[config.mk]
export PLATFORM = sky130hd
export DESIGN_NAME = sdspi_word_loader_flat
export DESIGN_NICKNAME = d
export VERILOG_FILES = /design/src/rtl/sdspi_word_loader_if.sv /design/src/rtl/sdspi_word_loader.sv /design/src/flat_wrapper.sv
export SDC_FILE = /design/constraint.sdc
export NUM_CORES = 1
export LEC_CHECK = 0
export BUFFER_PORTS_ARGS = -buffer_cell sky130_fd_sc_hd__clkbuf_2
export CAP_MARGIN = 20
export CORE_ASPECT_RATIO = 1.75
export CORE_MARGIN = 2
export CORE_UTILIZATION = 50
export CTS_CLUSTER_SIZE = 40
export DETAILED_ROUTE_END_ITERATION = 6
export GPL_TIMING_DRIVEN = 0
export PLACE_DENSITY_LB_ADDON = 0.08
export SLEW_MARGIN = 20
export SYNTH_ARGS = -nofsm -noshare
export SYNTH_HDL_FRONTEND = slang
export SYNTH_SLANG_ARGS = --single-unit
[constraint.sdc]
create_clock -name clk27mhz -period 7.95 [get_ports clk27mhz]
set_clock_uncertainty 0.2 [all_clocks]
set_input_delay 1.59 -clock clk27mhz [delete_from_list [all_inputs] [get_ports clk27mhz]]
set_output_delay 1.59 -clock clk27mhz [all_outputs]
set_load 0.02 [all_outputs]
[src/rtl/sdspi_word_loader_if.sv]
`default_nettype none
// ============================================================================
// Module   : sdspi_word_loader_if
// Brief    : Word write bus from the SD file loader to the memory init port.
// Revision : 1.0 - initial release
// ============================================================================
interface sdspi_word_loader_if #(
    parameter int ADDR_W     = 32,
    parameter int WORD_BYTES = 4
);
    logic                    wr_valid;
    logic                    wr_ready;
    logic [ADDR_W-1:0]       wr_addr;
    logic [8*WORD_BYTES-1:0] wr_data;
    logic [WORD_BYTES-1:0]   wr_strb;

    modport master (output wr_valid, wr_addr, wr_data, wr_strb, input wr_ready);
    modport slave  (input wr_valid, wr_addr, wr_data, wr_strb, output wr_ready);
endinterface
`default_nettype wire

[src/rtl/sdspi_word_loader.sv]
`default_nettype none
// ============================================================================
// Module   : sdspi_word_loader
// Brief    : Packs the SD file byte stream LSB-first into words, queues them
//            and writes them to the memory init port over valid/ready.
//            Optional LOADER_CHECKSUM_EN adds a byte-sum checksum output.
// Revision : 1.0 - initial release
// ============================================================================
module sdspi_word_loader #(
    parameter int                WORD_BYTES = 4,
    parameter int                ADDR_W     = 32,
    parameter logic [ADDR_W-1:0] BASE_ADDR  = '0,
    parameter logic [31:0]       MAX_BYTES  = 32'h0010_0000,
    parameter int                FIFO_DEPTH = 4
) (
    input  wire logic           clk27mhz,
    input  wire logic           resetn,
    input  wire logic           start,
    input  wire logic           init_ok,
    input  wire logic           byte_en,
    input  wire logic [7:0]     byte_in,
    input  wire logic           byte_last,
    sdspi_word_loader_if.master wr,
    output logic                busy,
    output logic                done,
    output logic                overflow,
`ifdef LOADER_CHECKSUM_EN
    output logic [31:0]         checksum,
`endif
    output logic [31:0]         byte_count
);
    localparam int c_DATA_W = 8 * WORD_BYTES;
    localparam int c_LANE_W = (WORD_BYTES > 1) ? $clog2(WORD_BYTES) : 1;
    localparam int c_PTR_W  = $clog2(FIFO_DEPTH);
    localparam logic [c_LANE_W-1:0] c_LAST_LANE = c_LANE_W'(WORD_BYTES - 1);

    typedef enum logic [1:0] {
        S_IDLE  = 2'd0,
        S_LOAD  = 2'd1,
        S_DRAIN = 2'd2,
        S_DONE  = 2'd3
    } state_t;

    state_t                r_state;
    state_t                w_state_next;
    logic [c_LANE_W-1:0]   r_fill;
    logic [c_DATA_W-1:0]   r_pack;
    logic [ADDR_W-1:0]     r_push_addr;
    logic [31:0]           r_byte_count;
    logic                  r_overflow;
    logic                  r_stage_valid;
    logic [ADDR_W-1:0]     r_stage_addr;
    logic [c_DATA_W-1:0]   r_stage_data;
    logic [WORD_BYTES-1:0] r_stage_strb;
    logic [c_PTR_W:0]      r_wptr;
    logic [c_PTR_W:0]      r_rptr;
    logic [ADDR_W-1:0]     r_mem_addr [FIFO_DEPTH];
    logic [c_DATA_W-1:0]   r_mem_data [FIFO_DEPTH];
    logic [WORD_BYTES-1:0] r_mem_strb [FIFO_DEPTH];
`ifdef LOADER_CHECKSUM_EN
    logic [31:0]           r_checksum;
`endif

    logic                  w_accept;
    logic                  w_final;
    logic                  w_word_done;
    logic                  w_start_load;
    logic                  w_empty;
    logic                  w_full;
    logic                  w_pop;
    logic                  w_push;
    logic [c_DATA_W-1:0]   w_merged;
    logic [WORD_BYTES-1:0] w_strb_done;

    assign w_accept     = (r_state == S_LOAD) && init_ok && byte_en;
    assign w_final      = byte_last || (r_byte_count == MAX_BYTES - 32'd1);
    assign w_word_done  = w_accept && ((r_fill == c_LAST_LANE) || w_final);
    assign w_start_load = start && ((r_state == S_IDLE) || (r_state == S_DONE));
    assign w_empty      = (r_wptr == r_rptr);
    assign w_full       = (r_wptr[c_PTR_W] != r_rptr[c_PTR_W]) &&
                          (r_wptr[c_PTR_W-1:0] == r_rptr[c_PTR_W-1:0]);
    assign w_pop        = !w_empty && wr.wr_ready;
    // A pop in the same cycle frees the slot, so a full FIFO still takes the push
    assign w_push       = r_stage_valid && (!w_full || w_pop);

    always_ff @(posedge clk27mhz) begin
        if (!resetn) begin
            r_state <= S_IDLE;
        end else begin
            r_state <= w_state_next;
        end
    end

    always_comb begin
        w_state_next = r_state;
        case (r_state)
            S_IDLE:  if (start) w_state_next = S_LOAD;
            S_LOAD:  if (w_accept && w_final) w_state_next = S_DRAIN;
            S_DRAIN: if (w_empty && !r_stage_valid) w_state_next = S_DONE;
            S_DONE:  if (start) w_state_next = S_LOAD;
            default: w_state_next = S_IDLE;
        endcase
    end

    always_comb begin
        w_merged    = r_pack | (c_DATA_W'(byte_in) << {r_fill, 3'b000});
        w_strb_done = '0;
        for (int k = 0; k < WORD_BYTES; k++) begin
            w_strb_done[k] = (k <= int'(r_fill));
        end
    end

    always_ff @(posedge clk27mhz) begin
        if (!resetn) begin
            r_fill        <= '0;
            r_pack        <= '0;
            r_push_addr   <= BASE_ADDR;
            r_byte_count  <= '0;
            r_overflow    <= 1'b0;
            r_stage_valid <= 1'b0;
            r_stage_addr  <= '0;
            r_stage_data  <= '0;
            r_stage_strb  <= '0;
            r_wptr        <= '0;
            r_rptr        <= '0;
`ifdef LOADER_CHECKSUM_EN
            r_checksum    <= '0;
`endif
        end else begin
            // Staged word enters the FIFO one edge after it completes
            if (r_stage_valid) begin
                r_stage_valid <= 1'b0;
                if (w_push) begin
                    r_wptr <= r_wptr + 1'b1;
                end else begin
                    r_overflow <= 1'b1;
                end
            end
            if (w_pop) begin
                r_rptr <= r_rptr + 1'b1;
            end

            if (w_start_load) begin
                r_fill       <= '0;
                r_pack       <= '0;
                r_push_addr  <= BASE_ADDR;
                r_byte_count <= '0;
                r_overflow   <= 1'b0;
`ifdef LOADER_CHECKSUM_EN
                r_checksum   <= '0;
`endif
            end else if (w_accept) begin
                if (r_byte_count != MAX_BYTES) begin
                    r_byte_count <= r_byte_count + 32'd1;
                end
`ifdef LOADER_CHECKSUM_EN
                r_checksum <= r_checksum + {24'd0, byte_in};
`endif
                if (w_word_done) begin
                    r_stage_valid <= 1'b1;
                    r_stage_addr  <= r_push_addr;
                    r_stage_data  <= w_merged;
                    r_stage_strb  <= w_strb_done;
                    r_push_addr   <= r_push_addr + ADDR_W'(WORD_BYTES);
                    r_fill        <= '0;
                    r_pack        <= '0;
                end else begin
                    r_pack <= w_merged;
                    r_fill <= r_fill + 1'b1;
                end
            end
        end
    end

    always_ff @(posedge clk27mhz) begin
        if (resetn && w_push) begin
            r_mem_addr[r_wptr[c_PTR_W-1:0]] <= r_stage_addr;
            r_mem_data[r_wptr[c_PTR_W-1:0]] <= r_stage_data;
            r_mem_strb[r_wptr[c_PTR_W-1:0]] <= r_stage_strb;
        end
    end

    always_comb begin
        busy        = (r_state == S_LOAD) || (r_state == S_DRAIN);
        done        = (r_state == S_DONE);
        wr.wr_valid = !w_empty;
        wr.wr_addr  = '0;
        wr.wr_data  = '0;
        wr.wr_strb  = '0;
        if (!w_empty) begin
            wr.wr_addr = r_mem_addr[r_rptr[c_PTR_W-1:0]];
            wr.wr_data = r_mem_data[r_rptr[c_PTR_W-1:0]];
            wr.wr_strb = r_mem_strb[r_rptr[c_PTR_W-1:0]];
        end
    end

    assign overflow   = r_overflow;
    assign byte_count = r_byte_count;
`ifdef LOADER_CHECKSUM_EN
    assign checksum   = r_checksum;
`endif

endmodule
`default_nettype wire

[src/flat_wrapper.sv]
// flat-port wrapper written by rule: the top's interface ports become plain ports
module sdspi_word_loader_flat 
#(
    parameter int                WORD_BYTES = 4,
    parameter int                ADDR_W     = 32,
    parameter logic [ADDR_W-1:0] BASE_ADDR  = '0,
    parameter logic [31:0]       MAX_BYTES  = 32'h0010_0000,
    parameter int                FIFO_DEPTH = 4
)
  (clk27mhz, resetn, start, init_ok, byte_en, byte_in, byte_last, busy, done, overflow, byte_count, wr_wr_valid, wr_wr_addr, wr_wr_data, wr_wr_strb, wr_wr_ready);
  sdspi_word_loader_if #(.ADDR_W(ADDR_W), .WORD_BYTES(WORD_BYTES)) wr_i ();
  input  wire logic clk27mhz;
  input  wire logic resetn;
  input  wire logic start;
  input  wire logic init_ok;
  input  wire logic byte_en;
  input  wire logic [7:0] byte_in;
  input  wire logic byte_last;
  output logic busy;
  output logic done;
  output logic overflow;
  output logic [31:0] byte_count;
  output wire logic [$bits(wr_i.wr_valid)-1:0] wr_wr_valid;
  output wire logic [$bits(wr_i.wr_addr)-1:0] wr_wr_addr;
  output wire logic [$bits(wr_i.wr_data)-1:0] wr_wr_data;
  output wire logic [$bits(wr_i.wr_strb)-1:0] wr_wr_strb;
  input wire logic [$bits(wr_i.wr_ready)-1:0] wr_wr_ready;
  assign wr_wr_valid = wr_i.wr_valid;
  assign wr_wr_addr = wr_i.wr_addr;
  assign wr_wr_data = wr_i.wr_data;
  assign wr_wr_strb = wr_i.wr_strb;
  assign wr_i.wr_ready = wr_wr_ready;
  sdspi_word_loader #(.WORD_BYTES(WORD_BYTES), .ADDR_W(ADDR_W), .BASE_ADDR(BASE_ADDR), .MAX_BYTES(MAX_BYTES), .FIFO_DEPTH(FIFO_DEPTH)) u_core (.clk27mhz(clk27mhz), .resetn(resetn), .start(start), .init_ok(init_ok), .byte_en(byte_en), .byte_in(byte_in), .byte_last(byte_last), .wr(wr_i), .busy(busy), .done(done), .overflow(overflow), .byte_count(byte_count));
endmodule
# After elaboration in Yosys (flattened, before gate mapping)
# Memories as Yosys holds them, arrays and structs flattened. A register that Yosys moved wholly into a read port is not among the register bits.
# Index checks and enable logic that the tools add are counted.
# Widths: inputs -> output; s select.
# classes
n_lt_le_gt_ge	3
shifts	1
bitwise	5
reduce_logical	28
add_sub_neg	5
eq_ne	12
muxes	18
# op_table
op	count
$mux 32	3
$add 32x1->32 const B	1
$add 32x3->32 const B	1
$eq 32x20->1 const B	1
$ne 32x21->1 const B	1
$or 32x32->32	1
$shl 8x5->32	1
$mux 2	10
$logic_and 1x1->1	10
$reduce_and 2->1	4
$add 3x1->3 const B	2
$eq 2x2->1 const B	3
$pmux 2 s3	1
$reduce_and 3->1	2
$logic_or 1x1->1	5
$le 2x2->1 const A	2
$mux 4	1
$ne 2x1->1 const B	2
$not 1->1	4
$reduce_or 2->1	2
$eq 3x3->1	1
$logic_not 1->1	3
$mux 1	3
$reduce_or 3->1	1
other kinds (7)	7
# word_totals
regBits	176
ramBits	272
n_memories	3
output_inout_bits	104
in_bits	15
# mem_list
name	depth	width	rd	rd_ports_with_merged_regs	wr	line	text
u_core.r_mem_addr	4	32	1	1	1	sdspi_word_loader.sv:57	logic [ADDR_W-1:0] r_mem_addr [FIFO_DEPTH];
u_core.r_mem_data	4	32	1	1	1	sdspi_word_loader.sv:58	logic [c_DATA_W-1:0] r_mem_data [FIFO_DEPTH];
u_core.r_mem_strb	4	4	1	1	1	sdspi_word_loader.sv:59	logic [WORD_BYTES-1:0] r_mem_strb [FIFO_DEPTH];

# Depth between registers and ports, before layout
# depth
ltp_word	8
depth_mapped	9

# Worst setup path after synthesis
# No wires, ideal clock.
# synth_timing
path_type	input to register
startpoint	input port resetn
endpoint	memory u_core.r_mem_addr[3][10] (enable)
n_path_buf	2
path_slack_ns	0.578
setup_time_ns	0.571
cell_stages	4
arrival_time_ns	6.601
required_ns	7.179
path_cell_list	inv_1 -> clkbuf_1 -> clkbuf_1 -> nor3_1
# synth_between
elab_chain_len	3
# synth_rtl
item	line	text
start, declared	flat_wrapper.sv:13	input wire logic resetn;
$logic_and 1x1->1	sdspi_word_loader.sv:176	if (resetn && w_push) begin
$mux 1	sdspi_word_loader.sv:176	
$mux 1 (implied by the code)	sdspi_word_loader.sv:177	r_mem_addr[r_wptr[c_PTR_W-1:0]] <= r_stage_addr;
end, declared	sdspi_word_loader.sv:57	
# Every way passes these cells.

==> results.tsv <==
stage	metric	value	unit
drt	Iteration-0 DRC Markers	600	
timing	RSZ-0062 raised after global routing	false	
finish	Layout Nets	1503	
global_route	gr busiest metal	met2	
finish	Area Overhead vs Synth	14.63	%
clocking	TritonCTS clock tree	yes	
drt	vias per std cell	5.726	
finish	diode count	0	
drt	Final ANT Viol Nets	0	
synth	Post-Syn Area per Cell	13.26	sq um
global_route	grt met2 use	45.35	%
die	I/O pins	119	
drt	Wirelength per Cell	21.02	um
placed_design	HPWL after DPL	29.36	mm
timing	setup violators final	0	
critical_path	FF-to-FF setup slack	4.32	ns
die	Rows	90	
synth	Post-synth EDFFs	264	
global_route	first-pass GRT wire length	63.94	mm
run	max cap viols	0	
timing	Pins Over Slew Limit	0	
clocking	Sinks on Clock Net	438	
global_route	vias in the first global route	11314	
critical_path	Req. time, crit path	6.16	ns
clocking	post_cts resized	0	
die	core area	34350	sq um
critical_path	Crit. End Element	output pin	
hold_path	HP Class	reg -> reg	
timing	total negative slack	0	ns
clocking	CTS H-tree lvls	2	
timing	Slew headroom	23.93	%
critical_path	R2R Path Start	u_core.byte_count[21]	
critical_path	crit path DAT	3.48	ns
die	die width	144.9	um
hold_path	hold depth	2	
global_route	grt met3 use	2.696	%
critical_path	Worst Reg-to-Reg Cells	6	
drt	Vias	11240	
synth	number of synthesized register bits	438	
clocking	CTS clock-pin slew for the worst setup and hold paths	0.07	ns
synth	cells after synthesis	1311	
placed_design	Placer Congestion	0.8711	
timing	fmax	0.1896	GHz
die	die height	250.7	um
synth	Synth top cells by count	edfxtp_1, dfxtp_1, a21oi_1	
drt	drt total wl	41.26	mm
clocking	CTS Hold Bufs	0	
critical_path	reg2reg end	u_core.r_stage_data[4]	
timing	Tcrit/Tclk final	66.33	%
global_route	gr usage total	22.81	%
synth	Syn Std Cell Area	17380	sq um
hold_path	min-delay src	u_core.r_pack[18]	
critical_path	type of element launching the critical path	flop	
timing	fin crit period	5.273	ns
synth	total number of yosys warnings	0	
synth	Async SR Flop Fraction	0	%
global_route	gr ovfl total	0	
synth	most common cell in the netlist	edfxtp_1	
global_route	grt met1 use	24.22	%
drt	# DRC	0	
clocking	setup bufs post-CTS	0	
timing	minimum hold slack	0.2692	ns
global_route	initial antenna violation count	0	
power	maximum VDD drop	186.9	uV
hold_path	Min-Delay Endpoint	u_core.r_pack[18]	
die	DIE AREA	36330	sq um
placed_design	I/O Buffers	108	
synth	top cells by area, synth	edfxtp_1, dfxtp_1, mux4_2, a21oi_1, and2_1	
synth	fraction of the yosys area taken by sequential cells	65.65	%
finish	filler cell count	2834	
timing	Final Hold Viols	0	
drt	router iterations before antenna repair	5	
global_route	pin count of the biggest net entering global routing	44	
timing	worst slew pin tran	1.125	ns
clocking	CTS Buffer Depth	3	
critical_path	Crit Path Category	reg -> out	
power	Leak Pwr	6.349	nW
synth	Yosys top cell by area	edfxtp_1	
die	Initial Util	50.61	%
clocking	worst-skew pair later-pin latency	0.54	ns
synth	Synth Flop Type	edfxtp_1	
critical_path	Crit Path Max Fanout	10	
power	pwr dens	236.1	nW/um^2
synth	share of the synthesized area in the top cell type	45.61	%
synth	post-synth cell types	46	
finish	share of cells above drive strength 1	17.70	%
clocking	CTS Buf Count	39	
clocking	Root Driver	clkbuf_16	
run_status	status	completed	
-- power breakdown --
part           leakage [nW]  internal (W)  switching [W]
Combinational          2.05      0.000117       0.000280
Sequential             3.69       0.00243      0.0000313
Clock                 0.613       0.00104       0.000809
Total                  6.35       0.00358        0.00112
-- cell type report --
| type | count | area (sq um) | share of cell area, % |
|---|---|---|---|
| clock buffer | 50 | 1057 | 5.306 |
| inverter | 24 | 90.09 | 0.4521 |
| sequential | 438 | 11410 | 57.27 |
| multi-input combinational | 759 | 5538 | 27.79 |
| buffer | 91 | 372.9 | 1.871 |
| tap | 460 | 575.6 | 2.889 |
| timing repair buffer | 121 | 709.4 | 3.560 |
| clock inverter | 20 | 171.4 | 0.8603 |
-- cells by family after synthesis --
group	share of synthesized area, %
flip-flops	65.65
AND/OR/NAND/NOR	10.89
AO/OA/AOI/OAI	9.696
buffers and inverters	2.663
multiplexers	9.012
XOR/XNOR	1.058
adder cells (fa/ha/maj)	1.008
other	0.02157
-- cells in the final DEF (no fill, tap or decap), types with 29 or more instances in the layout --
cell / count
edfxtp_1: 264
dfxtp_1: 174
a21oi_1: 173
clkbuf_2: 108
nor2_1: 72
and2_1: 70
clkbuf_1: 67
mux4_2: 66
nand3_1: 58
o21ai_0: 51
clkbuf_16: 39
nand2_1: 34
a211oi_1: 34
nand4_1: 29
-- worst max-delay path, stage by stage, from the launching register on --
cell,delay (ns)
dfxtp_1,0.39
buf_1,0.77
buf_1,0.73
mux4_2,0.70
and2_1,0.20
clkbuf_2,0.15
-- layer usage --
metal  share of wire (%)  vias up
li1                    -     5324
met1                  36     5567
met2                  57      263
met3                 3.5       86
met4                 3.7        0
met5                   0        -
-- worst max path at each step --
stage          startpoint                  endpoint  slack [ns]  cells past startpoint
2_1_floorplan      resetn  u_core.r_mem_addr[3][10]        0.58                      4
3_3_place_gp       resetn  u_core.r_mem_addr[3][22]       -4.09                      5
3_5_place_dp         flop             wr_wr_data[4]        3.07                      5
4_1_cts              flop             wr_wr_data[4]        2.50                      5
5_1_grt              flop             wr_wr_data[4]        2.42                      5
6_report             flop             wr_wr_data[4]        2.68                      5
-- flip-flops by register name (all words and copies together), names as in the netlist, named ones only --
| register | count |
|---|---|
| u_core.r_push_addr | 30 |
| u_core.r_pack | 32 |
| u_core.r_stage_valid | 1 |
| u_core.r_wptr | 3 |
| u_core.r_mem_data | 128 |
| u_core.r_stage_strb | 4 |
| u_core.r_mem_addr | 120 |
| u_core.r_mem_strb | 16 |
| u_core.r_rptr | 3 |
| u_core.byte_count | 32 |
| u_core.overflow | 1 |
| u_core.r_fill | 2 |
| u_core.r_state | 2 |
| u_core.r_stage_data | 32 |
| u_core.r_stage_addr | 30 |
-- stage by stage --
step	util (%)	instances	total power, W	cell area [sq um]	worst slack, ns
floorplan	-	1312	0.002762	17390	0.5779
global placement	53.87	1880	0.002907	18500	-4.090
detailed placement	54.42	1893	0.002912	18690	3.073
CTS	57.99	1963	0.004749	19920	2.500
global route	58.01	1963	0.004858	19930	2.420
finish	58.01	1963	0.004704	19930	2.677
(Power assumes the default switching activity.)
